[config.mk]
export PLATFORM = sky130hd
export DESIGN_NAME = fetch_sequencer
export DESIGN_NICKNAME = d
export VERILOG_FILES = /design/src/rtl/fetch_sequencer.sv
export SDC_FILE = /design/constraint.sdc
export NUM_CORES = 1
export LEC_CHECK = 0
export ABC_AREA = 1
export CORE_MARGIN = 4
export CORE_UTILIZATION = 35
export CTS_BUF_LIST = sky130_fd_sc_hd__clkbuf_2
export DETAILED_ROUTE_END_ITERATION = 6
export GPL_TIMING_DRIVEN = 0
export PLACE_DENSITY = 0.62
export SLEW_MARGIN = 25
export SYNTH_ARGS = -nofsm -noshare
export SYNTH_HDL_FRONTEND = slang
export SYNTH_SLANG_ARGS = --single-unit
[constraint.sdc]
create_clock -name clk -period 2 [get_ports clk]
set_clock_uncertainty 0.1 [all_clocks]
set_input_delay 0.2 -clock clk [delete_from_list [all_inputs] [get_ports clk]]
set_output_delay 0.2 -clock clk [all_outputs]
set_load 0.005 [all_outputs]
[src/rtl/fetch_sequencer.sv]
// fetch_sequencer: multi-cycle control FSM for the RISC core.
// Drives the PC counter, instruction register, RAM and register-file
// datapath through fetch, decode and execute. Moore machine: all outputs
// are decoded from the current state, the wait counter and the latched
// opcode/op fields.
//
// Optional feature: define SEQ_STEP_EN for single-step mode. Each finished
// instruction then parks in STEP_WAIT until a `step` pulse.
//
// Parameters:
//   MEM_WAIT   extra RAM wait cycles per memory state (0..7)
// Ports:
//   clk, reset                 rising-edge clock, async active-high reset
//   opcode[2:0], op[1:0]       IR[15:13], IR[12:11]
//   step                       single-step advance (SEQ_STEP_EN only)
//   pc_reset, loadpc, msel     PC counter / RAM address control
//   mwrite, loadir             RAM write enable, IR load
//   loada/loadb/loadc/loads    datapath register loads
//   asel, bsel, nsel, vsel     datapath selects
//   write                      register-file write enable
//   instr_done, halted         status
module fetch_sequencer #(
    parameter int MEM_WAIT = 0
) (
    input  logic       clk,
    input  logic       reset,
    input  logic [2:0] opcode,
    input  logic [1:0] op,
    input  logic       step,
    output logic       pc_reset,
    output logic       loadpc,
    output logic       msel,
    output logic       mwrite,
    output logic       loadir,
    output logic       loada,
    output logic       loadb,
    output logic       loadc,
    output logic       loads,
    output logic       asel,
    output logic       bsel,
    output logic [1:0] nsel,
    output logic [1:0] vsel,
    output logic       write,
    output logic       instr_done,
    output logic       halted
);

    localparam logic [2:0] MW = 3'(MEM_WAIT);

    typedef enum logic [4:0] {
        S_RST,
        S_FETCH,
        S_LOADIR,
        S_DECODE,
        S_WR_IMM,
        S_GET_A,
        S_GET_B,
        S_SHIFT,
        S_EXEC,
        S_WR_C,
        S_ADDR,
        S_MEM_RD,
        S_WR_MEM,
        S_GET_B_RD,
        S_MEM_WR,
`ifdef SEQ_STEP_EN
        S_STEP_WAIT,
`endif
        S_HALT
    } state_t;

    // Where an instruction goes after its instr_done cycle.
`ifdef SEQ_STEP_EN
    localparam state_t AFTER_DONE = S_STEP_WAIT;
`else
    localparam state_t AFTER_DONE = S_FETCH;
    logic unused_step;
    assign unused_step = step;
`endif

    state_t     state, state_nx;
    logic [2:0] wcnt;
    logic [2:0] opc_q;
    logic [1:0] op_q;
    logic       mem_last;

    // Last cycle of a memory state once MEM_WAIT extra cycles have elapsed.
    assign mem_last = (wcnt == MW);

    always_ff @(posedge clk or posedge reset) begin
        if (reset) begin
            state <= S_RST;
            wcnt  <= '0;
            opc_q <= '0;
            op_q  <= '0;
        end else begin
            state <= state_nx;
            // Counter restarts on every state entry; in long-lived states
            // (HALT, STEP_WAIT) it simply wraps and is ignored.
            wcnt  <= (state_nx != state) ? 3'd0 : wcnt + 3'd1;
            // Later states branch on the fields seen at DECODE so the
            // sequence is immune to IR changes mid-instruction.
            if (state == S_DECODE) begin
                opc_q <= opcode;
                op_q  <= op;
            end
        end
    end

    always_comb begin
        state_nx = state;
        unique case (state)
            S_RST:      state_nx = S_FETCH;
            S_FETCH:    if (mem_last) state_nx = S_LOADIR;
            S_LOADIR:   state_nx = S_DECODE;
            S_DECODE: begin
                casez ({opcode, op})
                    5'b110_10: state_nx = S_WR_IMM;
                    5'b110_00: state_nx = S_GET_B;
                    5'b101_??: state_nx = S_GET_A;
                    5'b011_00: state_nx = S_GET_A;
                    5'b100_00: state_nx = S_GET_A;
                    default:   state_nx = S_HALT;
                endcase
            end
            S_WR_IMM:   state_nx = AFTER_DONE;
            S_GET_A: begin
                if (opc_q == 3'b101)      state_nx = S_GET_B;
                else if (opc_q == 3'b011) state_nx = S_ADDR;
                else                      state_nx = S_GET_B_RD;
            end
            S_GET_B:    state_nx = (opc_q == 3'b110) ? S_SHIFT : S_EXEC;
            S_SHIFT:    state_nx = S_WR_C;
            S_EXEC:     state_nx = (op_q == 2'b01) ? AFTER_DONE : S_WR_C;
            S_WR_C:     state_nx = AFTER_DONE;
            S_GET_B_RD: state_nx = S_ADDR;
            S_ADDR:     state_nx = (opc_q == 3'b011) ? S_MEM_RD : S_MEM_WR;
            S_MEM_RD:   if (mem_last) state_nx = S_WR_MEM;
            S_WR_MEM:   state_nx = AFTER_DONE;
            S_MEM_WR:   if (mem_last) state_nx = AFTER_DONE;
`ifdef SEQ_STEP_EN
            S_STEP_WAIT: if (step) state_nx = S_FETCH;
`endif
            S_HALT:     state_nx = S_HALT;
            default:    state_nx = S_RST;
        endcase
    end

    always_comb begin
        pc_reset   = 1'b0;
        loadpc     = 1'b0;
        msel       = 1'b0;
        mwrite     = 1'b0;
        loadir     = 1'b0;
        loada      = 1'b0;
        loadb      = 1'b0;
        loadc      = 1'b0;
        loads      = 1'b0;
        asel       = 1'b0;
        bsel       = 1'b0;
        nsel       = 2'b00;
        vsel       = 2'b00;
        write      = 1'b0;
        instr_done = 1'b0;
        halted     = 1'b0;
        unique case (state)
            S_RST:      pc_reset = 1'b1;
            S_LOADIR: begin
                loadir = 1'b1;
                loadpc = 1'b1;
            end
            S_WR_IMM: begin
                nsel       = 2'b00;
                vsel       = 2'b10;
                write      = 1'b1;
                instr_done = 1'b1;
            end
            S_GET_A: begin
                nsel  = 2'b00;
                loada = 1'b1;
            end
            S_GET_B: begin
                nsel  = 2'b10;
                loadb = 1'b1;
            end
            S_SHIFT: begin
                asel  = 1'b1;
                loadc = 1'b1;
            end
            S_EXEC: begin
                // CMP only updates status and finishes here.
                if (op_q == 2'b01) begin
                    loads      = 1'b1;
                    instr_done = 1'b1;
                end else begin
                    loadc = 1'b1;
                end
            end
            S_WR_C: begin
                nsel       = 2'b01;
                vsel       = 2'b00;
                write      = 1'b1;
                instr_done = 1'b1;
            end
            S_GET_B_RD: begin
                nsel  = 2'b01;
                loadb = 1'b1;
            end
            S_ADDR: begin
                bsel  = 1'b1;
                loadc = 1'b1;
            end
            S_MEM_RD:   msel = 1'b1;
            S_WR_MEM: begin
                nsel       = 2'b01;
                vsel       = 2'b11;
                write      = 1'b1;
                instr_done = 1'b1;
            end
            S_MEM_WR: begin
                msel       = 1'b1;
                mwrite     = 1'b1;
                instr_done = mem_last;
            end
            S_HALT:     halted = 1'b1;
            default: ;
        endcase
    end

endmodule
After elaboration in Yosys (flattened, before gate mapping)
Index checks and enable logic that the tools add are counted.
- register bits: 13
- bits in latches: 0
- memory bits (writable): 0
- memory bits (read-only): 0
- output and inout bits: 18
- word-level logic and storage cells: 67
- memories kept: 0
- add/subtract/negate cells: 1
- $mul: 0
- divide/modulo/power cells: 0
- magnitude comparators: 0
- equality and inequality tests: 25
- shift-type cells: 0
- muxes and demuxes: 28
- bitwise gates (word level): 0
- reduce and logical (&&, ||, !) cells: 9
- operator list (cell ; number):
    5-bit case mux with 13 select lines ; 1
    5-bit by 4-bit equality test with 1-bit output, second input constant ; 9
    5-bit by 3-bit equality test with 1-bit output, second input constant ; 4
    5-bit equality test, second input constant ; 3
    5-bit 2-to-1 mux ; 3
    1-bit 2-to-1 mux ; 13
    4-bit 2-to-1 mux ; 3
    4-bit case mux with 3 select lines ; 1
    5-bit by 2-bit equality test with 1-bit output, second input constant ; 2
    3-bit equality test, second input constant ; 3
    3-bit 2-to-1 mux ; 3
    3-bit OR reduction ; 3
    2-bit case mux with 2 select lines ; 2
    2-bit OR reduction ; 3
    5-bit by 1-bit equality test with 1-bit output, second input constant ; 1
    5-bit zero test ; 1
    5-bit != test ; 1
    4-bit OR reduction ; 1
    3-bit by 1-bit adder with 3-bit output, second input constant ; 1
    3-bit by 2-bit equality test with 1-bit output, second input constant ; 1
    3-bit zero test ; 1
    1-bit case mux with 3 select lines ; 1
    2-bit by 1-bit equality test with 1-bit output, second input constant ; 1
    1-bit case mux with 2 select lines ; 1

Longest topological paths before layout
Gate-level depths: netlist (run 1).
- depth after elaboration: 6
- mapped depth: 15
- mapped depth without buffers: 15

Worst setup path before layout (run 1)
Ideal clock, no wire load.
- path type: reg2reg
- start point: reg state[2]
- end point: reg wcnt[2]
- setup time: 120 ps
- arrival time: 1457 ps
- required time: 1780 ps
- path slack: 323 ps
- stages on the path, launching flop included: 14
- buffers on the path: 1
- cell sequence: dfrtp_1 > buf_2 > nor2_4 > nand2_1 > nor2_1 > nor2_1 > nand2_1 > nor2_1 > nand3_1 > nand2_1 > nand2_1 > nor2_1 > nand2_1 > nor2_1
- cells in the longest elaborated chain, start to end: 5
- elaborated cells between the ends (all ways): 23
- those cells by class: eq/ne: 16; mux: 5; reduce/logical: 2
- ends and longest elaborated chain (element ; line ; RTL):
    from (decl) ; 81 ; state_t state, state_nx;
    from (signal assigned) ; 97 ; state <= state_nx;
    5-bit by 4-bit equality test with 1-bit output (tied with other cells) ; 112 ; unique case (state)
    4-bit OR reduction (no source line) ; n/a ;
    5-bit case mux with 13 select lines (*) ; 112 ;
    via state_nx[1] ; 81 ;
    5-bit != test (*) ; 100 ; wcnt <= (state_nx != state) ? 3'd0 : wcnt + 3'd1;
    3-bit 2-to-1 mux (*) ; 100 ;
    to (signal assigned) ; 100 ;
    to (decl) ; 82 ; logic [2:0] wcnt;
Mark *: on every way through the listed nets, which the timed path passes. The rest lies on a longest branch.
A chain may end at the register's enable or synchronous reset.

Final worst setup path (run 1)
- start point: reg state[2]
- end point: reg wcnt[1]
Same word-level chain as after synthesis.

==> impl_metrics.json, run 1 <==
{
  "layout.nets": 255,
  "gp_congestion": 0.966,
  "multiInputGateArea_sq_um": 801,
  "crit_path_max_incr_delay_ps": 400,
  "grt_overflow": 0,
  "startpoint_type": "register",
  "tritoncts": "done",
  "grt_pass1_wl_um": 5820,
  "crit_slowest_cell": "dfrtp_1",
  "dr.pass1.iters": 4,
  "powerDensity_nw_per_um2": 952,
  "yosysWarningCount": 0,
  "critPathKind": "register to register",
  "path_cells": "buf_6 -> nor2_4 -> buf_6 -> nand3_4 -> buf_4 -> nand2_1 -> nor2_1 -> nand2_1 -> inv_1 -> nand3_2 -> nand2_2 -> nand2_1 -> nor2_1 -> nand2_1 -> nor2_1",
  "fin_hold_ws_ps": 99.1,
  "cts_hold_buf": 0,
  "antenna_found_initial": 0,
  "clk_pin_slew_ps": 170,
  "post-dp-hpwl_um": 2360,
  "max_freq_mhz": 506,
  "max_slew_margin": 0.645,
  "viasPerCell": 4.88,
  "fin_cells": 286,
  "fillerInstances": 242,
  "mostFrequentLayoutCells": "nand2_1, buf_4, nor2_1",
  "vias": 1397,
  "areaGrowthSynthToFinish_pct": 67.1,
  "crit_top_cell": "nand2_1",
  "grt_max_degree": 14,
  "hold_class": "primary input to async pin",
  "placedInstanceArea_sq_um": 1380,
  "wl_um": 3890,
  "portBuffers": 24,
  "postSynthRegisterBits": 13,
  "layout_min_cycle_time_ps": 1980,
  "finalHoldViolations": 0,
  "synth_area_sq_um": 1090,
  "die_w_um": 63.8,
  "worstMarginPinSlew_ps": 531,
  "clockBufferDepth": 2,
  "synth.lib_cells_used.distinct": 23,
  "setup_viol_count_final": 0,
  "ff2ff_path_depth": 15,
  "min_period_over_period": 0.989,
  "cts.sinks": 13,
  "drive_gt1_frac": 0.365,
  "rsz0062_at_grt": "yes",
  "diodes": 0,
  "cts-root-buf": "clkbuf_2",
  "final_util": 0.634,
  "crit_path_end_kind": "register",
  "worstPathMaxFanout": 6,
  "ir_drop_v": 0.000543,
  "die_h_um": 63.8,
  "dieArea_sq_um": 4070,
  "cap_violations": 0,
  "layout_commonest_cell": "nand2_1",
  "avgRoutedWirePerCell_um": 13.6,
  "place_inst": 252,
  "num_rows": 19,
  "io_pins": 26,
  "synthCells": 186,
  "h-tree-depth": 1,
  "yosysSeqAreaShare": 0.298,
  "gr-usage-all-layers": 0.178,
  "coreArea_sq_um": 2880,
  "insertion_delay_ps": 310,
  "syn_nets": 196,
  "drc": 0,
  "final-seq-area_sq_um": 329,
  "syn_area_per_cell_sq_um": 5.87,
  "required_ps": 2090,
  "grt_pass1_vias": 1266,
  "start_util": 0.379,
  "postLayoutCellArea_sq_um": 1820,
  "status": "finished clean",
  "p_leak_nw": 1.08,
  "postRouteAntennaNets": 0,
  "numCtsBuffers": 3,
  "crit_arrival_ps": 2070,
  "drtIter0Drc": 107,
  "slew_violations": 0
}
registers in the layout, indices dropped and copies added (netlist names):
register,count
wcnt,3
opc_q,3
op_q,2
state,5
what timing repair did:
item | in CTS | in global routing
pin swaps | 12 | 7
hold endpoints to repair | 0 | 0
resized for setup | 46 | 40
endpoints found under the setup margin | 19 | 13
cloned | 0 | 0
buffers inserted | 23 | 8
critical path, delay by kind of cell, from the launching register on:
kind / cells / cell delay [ps]
buffers and inverters: 4 / 460
flip-flops: 1 / 400
AND/OR/NAND/NOR: 11 / 920
where the power goes:
group	switching [W]	internal, W
clock network	0.000106	0.0000453
logic	0.000642	0.000490
registers	0.0000948	0.000356
worst paths after layout:
kind                           from        to  slack [ps]
setup / recovery           state[2]   wcnt[1]          20
hold / removal                reset  state[3]         100
setup reg to reg           state[2]   wcnt[1]          20
hold reg to reg             wcnt[0]   wcnt[0]         380
max in group asynchronous     reset  state[4]        1290
min in group clk            wcnt[0]   wcnt[0]         380
per-stage QoR:
stage          setup WS [ps]  setup TNS (ps)  total power [W]
2_1_floorplan            323               0         0.000923
6_report                21.9               0          0.00173
3_5_place_dp           -30.3           -68.9          0.00114
5_1_grt                -89.7            -301          0.00185
4_1_cts                -19.4           -24.2          0.00155
3_3_place_gp            1.18               0          0.00113
logic make-up (layout without fill, tap and decap cells):
| kind of cell | Yosys count | count (layout) | share of synthesized area |
|---|---|---|---|
| simple gates | 123 | 123 | 0.483 |
| buf+inv | 33 | 91 | 0.122 |
| compound gates | 13 | 13 | 0.0631 |
| flops | 13 | 13 | 0.298 |
| fa+ha+maj | 2 | 2 | 0.0229 |
| other cells | 1 | 1 | 0.00344 |
| xor+xnor | 1 | 1 | 0.00803 |
routing by layer:
layer | track usage | vias to the layer above | routed length, um
li1 | - | 696 | -
met4 | 0.0485 | 0 | 71
met3 | 0.0298 | 6 | 225
met1 | 0.220 | 643 | 1630
met2 | 0.317 | 52 | 1960
met5 | 0 | - | 0
cell usage after synthesis (all sizes together):
master,n,share of area
nor2,42,0.15
xnor2,1,0.0080
o22ai,1,0.0057
buf,3,0.018
nand3b,1,0.0069
ha,2,0.023
dfrtp,13,0.30
nand4,2,0.011
inv,30,0.10
nor3,1,0.0046
conb,1,0.0034
nand3,24,0.12
a21boi,1,0.0069
a21oi,2,0.0092
o21ai,9,0.041
nand2,53,0.19
final cells by class:
| cell class | count | area share |
|---|---|---|
| buffer | 3 | 0.0185 |
| clock buffer | 3 | 0.00824 |
| clock inverter | 1 | 0.00275 |
| inverter | 30 | 0.0631 |
| multi-input combinational | 140 | 0.439 |
| sequential | 13 | 0.181 |
| tap | 42 | 0.0288 |
| timing repair buffer | 54 | 0.259 |
Power figures use the tool's default switching activity.
==> run 2: changes to the inputs <==
Settings changed: SKIP_LAST_GASP set to 1.
==> run 2 against run 1 <==
The flow now finishes with violations (setup timing). Combinational power down 5%. Maximum frequency fell by 7.8%. Utilization shrank 2.4 points. Worst setup slack worse by 170 ps. Total power shrank 3.6%. Global-route usage grew 0.44 points. Highest routed layer unchanged.
==> impl_metrics.json, run 2 (synthesized netlist as in run 1, its figures left out) <==
{
  "status": "finished, violations left",
  "violations": "setup timing",
  "mostFrequentLayoutCells": "nand2_1, inv_1, buf_4",
  "required_ps": 1700,
  "p_leak_nw": 1.05,
  "gp_congestion": 0.966,
  "portBuffers": 24,
  "path_cells": "inv_2 -> nor2_4 -> nand3_1 -> nand2_1 -> clkdlybuf4s50_1",
  "fin_cells": 281,
  "crit_path_max_incr_delay_ps": 520,
  "vias": 1399,
  "io_pins": 26,
  "min_period_over_period": 1.07,
  "tritoncts": "done",
  "h-tree-depth": 1,
  "pre_cts_slack_ps": -30.3,
  "cap_violations": 0,
  "clk_pin_slew_ps": 180,
  "dieArea_sq_um": 4070,
  "antenna_found_initial": 0,
  "hold_class": "primary input to async pin",
  "num_rows": 19,
  "cp_top_family": "buffers and inverters",
  "postLayoutCellArea_sq_um": 1750,
  "largest_register": "state",
  "reg.largest.list": "state x5, opc_q x3, wcnt x3",
  "layout_commonest_cell": "nand2_1",
  "die_w_um": 63.8,
  "powerDensity_nw_per_um2": 954,
  "grt_max_degree": 14,
  "layout_min_cycle_time_ps": 2140,
  "postRouteAntennaNets": 0,
  "crit_arrival_ps": 1840,
  "gr-usage-all-layers": 0.183,
  "diodes": 0,
  "rsz0062_at_grt": "yes",
  "topRoutingLayerUsed": "met4",
  "fin_hold_ws_ps": 90.3,
  "cts-root-buf": "clkbuf_2",
  "clockBufferDepth": 2,
  "grt_pass1_vias": 1267,
  "placedInstanceArea_sq_um": 1380,
  "slew_violations": 0,
  "startpoint_type": "register",
  "r2r_slack_ps": -30,
  "insertion_delay_ps": 310,
  "grt_overflow": 0,
  "finalHoldViolations": 0,
  "post-dp-hpwl_um": 2360,
  "avgRoutedWirePerCell_um": 13.5,
  "die_h_um": 63.8,
  "drc": 0,
  "r2r_end": "wcnt[0]",
  "largest_reg_flops": 5,
  "crit_slowest_cell": "clkdlybuf4s50_1",
  "critPathKind": "register to output pin",
  "ir_drop_v": 0.000541,
  "cp.buffers_inverters": 2,
  "worstMarginPinSlew_ps": 536,
  "cts.sinks": 13,
  "grt_pass1_wl_um": 5960,
  "crit_path_end_kind": "output pin",
  "start_util": 0.379,
  "areaGrowthSynthToFinish_pct": 60.7,
  "place_inst": 252,
  "coreArea_sq_um": 2880,
  "met1_length_um": 1520,
  "setup_viol_count_final": 6,
  "final_util": 0.609,
  "wl_met3_um": 319,
  "viasPerCell": 4.98,
  "worstPathMaxFanout": 5,
  "wl_met2_um": 1870,
  "drtIter0Drc": 101,
  "wl_um": 3780,
  "reg2reg_from": "state[2]",
  "layout.nets": 250,
  "setup_slack_ps": -144,
  "numCtsBuffers": 3,
  "ff2ff_path_depth": 16,
  "dr.pass1.iters": 4,
  "cts_hold_buf": 0,
  "drive_gt1_frac": 0.331,
  "max_freq_mhz": 466,
  "max_slew_margin": 0.642
}
==> run 2: cell count changes in the layout (fill, tap and decap cells not counted), sizes merged <==
cell | before | now
buf | 34 | 28
clkdlybuf4s15 | 1 | 0
clkdlybuf4s50 | 7 | 9
dlygate4sd2 | 7 | 6
dlymetal6s2s | 4 | 5
==> run 2: repair_timing <==
action,4_1_cts,5_1_grt
pin swaps,11,8
setup endpoints to repair,19,16
gates resized for setup,42,29
endpoints found under the hold margin,0,0
setup buffers,23,3
==> run 2: how the worst max path moves through the flow <==
stage                    to      start  cells past startpoint
floorplan           wcnt[2]   state[2]                     13
global placement    wcnt[0]  opcode[2]                     13
detailed placement  wcnt[0]  opcode[2]                     13
CTS                 nsel[0]   state[2]                      5
global route          write   state[0]                      5
finish                write   state[0]                      5
==> run 2: worst reg2reg max path: cells and delay by family (launching register included) <==
kind	cells	cell delay, ps
buffers and inverters	5	550
flip-flops	1	400
AND/OR/NAND/NOR	11	890
==> run 2: per-layer routing <==
layer	global-route usage	vias up
li1	-	683
met1	0.228	631
met2	0.320	74
met3	0.0315	11
met4	0.0539	0
met5	0	-
==> run 2: area by class of cell <==
class / count / area (sq um)
clock buffer: 3 / 15.0
fill: 254 / 1120
sequential: 13 / 329
tap: 42 / 52.6
timing repair buffer: 49 / 433
clock inverter: 1 / 5.00
inverter: 30 / 118
buffer: 3 / 30.0
multi-input combinational: 140 / 771
==> run 2: power by group <==
| part | internal, W | total, W | switching (W) | leakage, nW |
|---|---|---|---|---|
| Clock | 0.0000453 | 0.000154 | 0.000109 | 0.0164 |
| Combinational | 0.000453 | 0.00107 | 0.000615 | 0.868 |
| Sequential | 0.000356 | 0.000451 | 0.0000943 | 0.162 |
==> run 2: per-stage QoR <==
stage	TNS, ps	total power [W]
after detailed placement	-68.9	0.00114
after floorplan	0	0.000923
after global placement	0	0.00113
final	-353	0.00167
after CTS	-218	0.00155
after global routing	-874	0.00179
==> run 3: changes to the inputs <==
Settings changed: GPL_ROUTABILITY_DRIVEN set to 1, SETUP_SLACK_MARGIN set to 0.2.
==> run 3 against run 2 <==
The flow still finishes with violations (setup timing). Sequential cell count unchanged. Critical path depth up 9. Total power up 11%. Via count up 4.2%. Non-clock buffer count up 12. First-iteration DRC count up 57%. Worst hold slack worse by 1.1 ps. Sequential share of layout area down 1.6 points. Worst setup slack better by 30 ps. Die area unchanged. Critical endpoint is now wcnt[0].
==> impl_metrics.json, run 3 (synthesized netlist as in run 1, its figures left out) <==
{
  "cp.buffers_inverters": 3,
  "wl_um": 4220,
  "postLayoutCellArea_sq_um": 1920,
  "cp_top_family": "simple AND/OR/NAND/NOR gates",
  "diodes": 0,
  "drtIter0Drc": 159,
  "setup_slack_ps": -114,
  "drive_gt1_frac": 0.378,
  "cts.sinks": 13,
  "mostFrequentLayoutCells": "nand2_1, buf_4, nor2_1",
  "coreArea_sq_um": 2880,
  "reg.largest.list": "state x5, opc_q x3, wcnt x3",
  "powerDensity_nw_per_um2": 972,
  "clockBufferDepth": 2,
  "rsz0062_at_grt": "yes",
  "ir_drop_v": 0.000505,
  "vias": 1458,
  "cts_hold_buf": 0,
  "power.share.clock": 0.084,
  "crit_top_cell": "nand2_1",
  "grt_pass1_wl_um": 5970,
  "grt_overflow": 0,
  "fin_hold_ws_ps": 89.2,
  "die_h_um": 63.8,
  "p_leak_nw": 1.12,
  "avgRoutedWirePerCell_um": 14.4,
  "pre_cts_slack_ps": -30.3,
  "max_slew_margin": 0.637,
  "post-dp-hpwl_um": 2360,
  "postRouteAntennaNets": 0,
  "p_total_w": 0.00186,
  "crit_slowest_cell": "dfrtp_1",
  "placedInstanceArea_sq_um": 1380,
  "fillerInstances": 223,
  "path_cells": "buf_6 -> nor2_4 -> buf_4 -> buf_6 -> nand3_2 -> nand2_1 -> nor2_2 -> nand3_1 -> nand2_1 -> nand2_1 -> nand2_1 -> nor2_1 -> nand2_1 -> nor2_1",
  "die_w_um": 63.8,
  "startpoint_type": "register",
  "p_switching_w": 0.000924,
  "largest_reg_flops": 5,
  "violations": "setup timing",
  "hold_class": "primary input to async pin",
  "comb_power_share": 0.669,
  "tritoncts": "done",
  "worstMarginPinSlew_ps": 544,
  "pwr-share-seq": 0.247,
  "gp_congestion": 0.966,
  "crit_path_end_kind": "register",
  "crit_path_max_incr_delay_ps": 400,
  "cap_violations": 0,
  "power_switching_share": 0.496,
  "crit_arrival_ps": 2260,
  "largest_register": "state",
  "setup_viol_count_final": 4,
  "grt_max_degree": 14,
  "gr-usage-all-layers": 0.185,
  "dieArea_sq_um": 4070,
  "antenna_found_initial": 0,
  "worstPathMaxFanout": 6,
  "required_ps": 2140,
  "critPathKind": "register to register",
  "io_pins": 26,
  "areaGrowthSynthToFinish_pct": 75.8,
  "grt_pass1_vias": 1327,
  "status": "finished, violations left",
  "num_rows": 19,
  "layout_commonest_cell": "nand2_1",
  "viasPerCell": 4.98,
  "layout.nets": 262,
  "min_period_over_period": 1.06,
  "numCtsBuffers": 3,
  "portBuffers": 24,
  "insertion_delay_ps": 320,
  "max_freq_mhz": 473,
  "cts-root-buf": "clkbuf_2",
  "dr.pass1.iters": 4,
  "slew_violations": 0,
  "clk_pin_slew_ps": 180,
  "layout_min_cycle_time_ps": 2110,
  "start_util": 0.379,
  "p_int_w": 0.000940,
  "drc": 0,
  "finalHoldViolations": 0,
  "h-tree-depth": 1
}
[run 3: per-layer routing]
metal / part of all wire / wire, um / GRT usage / up-vias
met2: 0.50 / 2110 / 0.321 / 66
met3: 0.064 / 270 / 0.0385 / 22
met1: 0.39 / 1650 / 0.214 / 664
met4: 0.043 / 180 / 0.0889 / 0
li1: - / - / - / 706
met5: 0 / 0 / 0 / -
[run 3: final cells by class]
| cell class | instances | area [sq um] | area share |
|---|---|---|---|
| multi-input cells | 140 | 835 | 0.435 |
| repair buffers | 61 | 524 | 0.273 |
| flip-flops and latches | 13 | 329 | 0.172 |
| inverters | 30 | 128 | 0.0665 |
| well taps | 42 | 52.6 | 0.0274 |
| plain buffers | 3 | 30.0 | 0.0157 |
| clock buffers | 3 | 15.0 | 0.00783 |
| clock inverters | 1 | 5.00 | 0.00261 |
[run 3: power by group through the flow]
stage | clock network (W) | registers [W] | logic, W
6_report | 0.000156 | 0.000461 | 0.00125
5_1_grt | 0.000173 | 0.000472 | 0.00135
4_1_cts | 0.000152 | 0.000439 | 0.000958
3_5_place_dp | 0 | 0.000442 | 0.000695
3_3_place_gp | 0 | 0.000439 | 0.000688
2_1_floorplan | 0 | 0.000423 | 0.000499
[run 3: worst paths after layout]
| path | from | end | slack, ps | cells past startpoint |
|---|---|---|---|---|
| hold / removal | reset | state[3] | 90 | 2 |
| min in group clk | op[1] | op_q[1] | 390 | 3 |
| max in group asynchronous | reset | state[4] | 1290 | 2 |
| setup / recovery | state[2] | wcnt[0] | -110 | 14 |
| setup reg to reg | state[2] | wcnt[0] | -110 | 14 |
| hold reg to reg | op_q[0] | op_q[0] | 410 | 2 |
[run 3: worst reg2reg max path, stage by stage (launching register included)]
cell	delay, ps
dfrtp_1	400
buf_6	130
nor2_4	230
buf_4	170
buf_6	90
nand3_2	100
nand2_1	90
nor2_2	50
nand3_1	110
nand2_1	70
nand2_1	80
nand2_1	60
nor2_1	150
nand2_1	120
nor2_1	120
[run 3: stage by stage]
stage | setup TNS (ps) | utilization | std cells
5_1_grt | -935 | 0.667 | 293
3_3_place_gp | 0 | 0.481 | 252
2_1_floorplan | 0 | - | 186
3_5_place_dp | -68.9 | 0.481 | 252
4_1_cts | -105 | 0.589 | 276
6_report | -347 | 0.667 | 293
[run 3: timing repair]
action | in CTS | in global routing
gates resized for setup | 61 | 40
endpoints found under the setup margin | 21 | 18
setup buffers | 20 | 17
pin swaps | 17 | 17
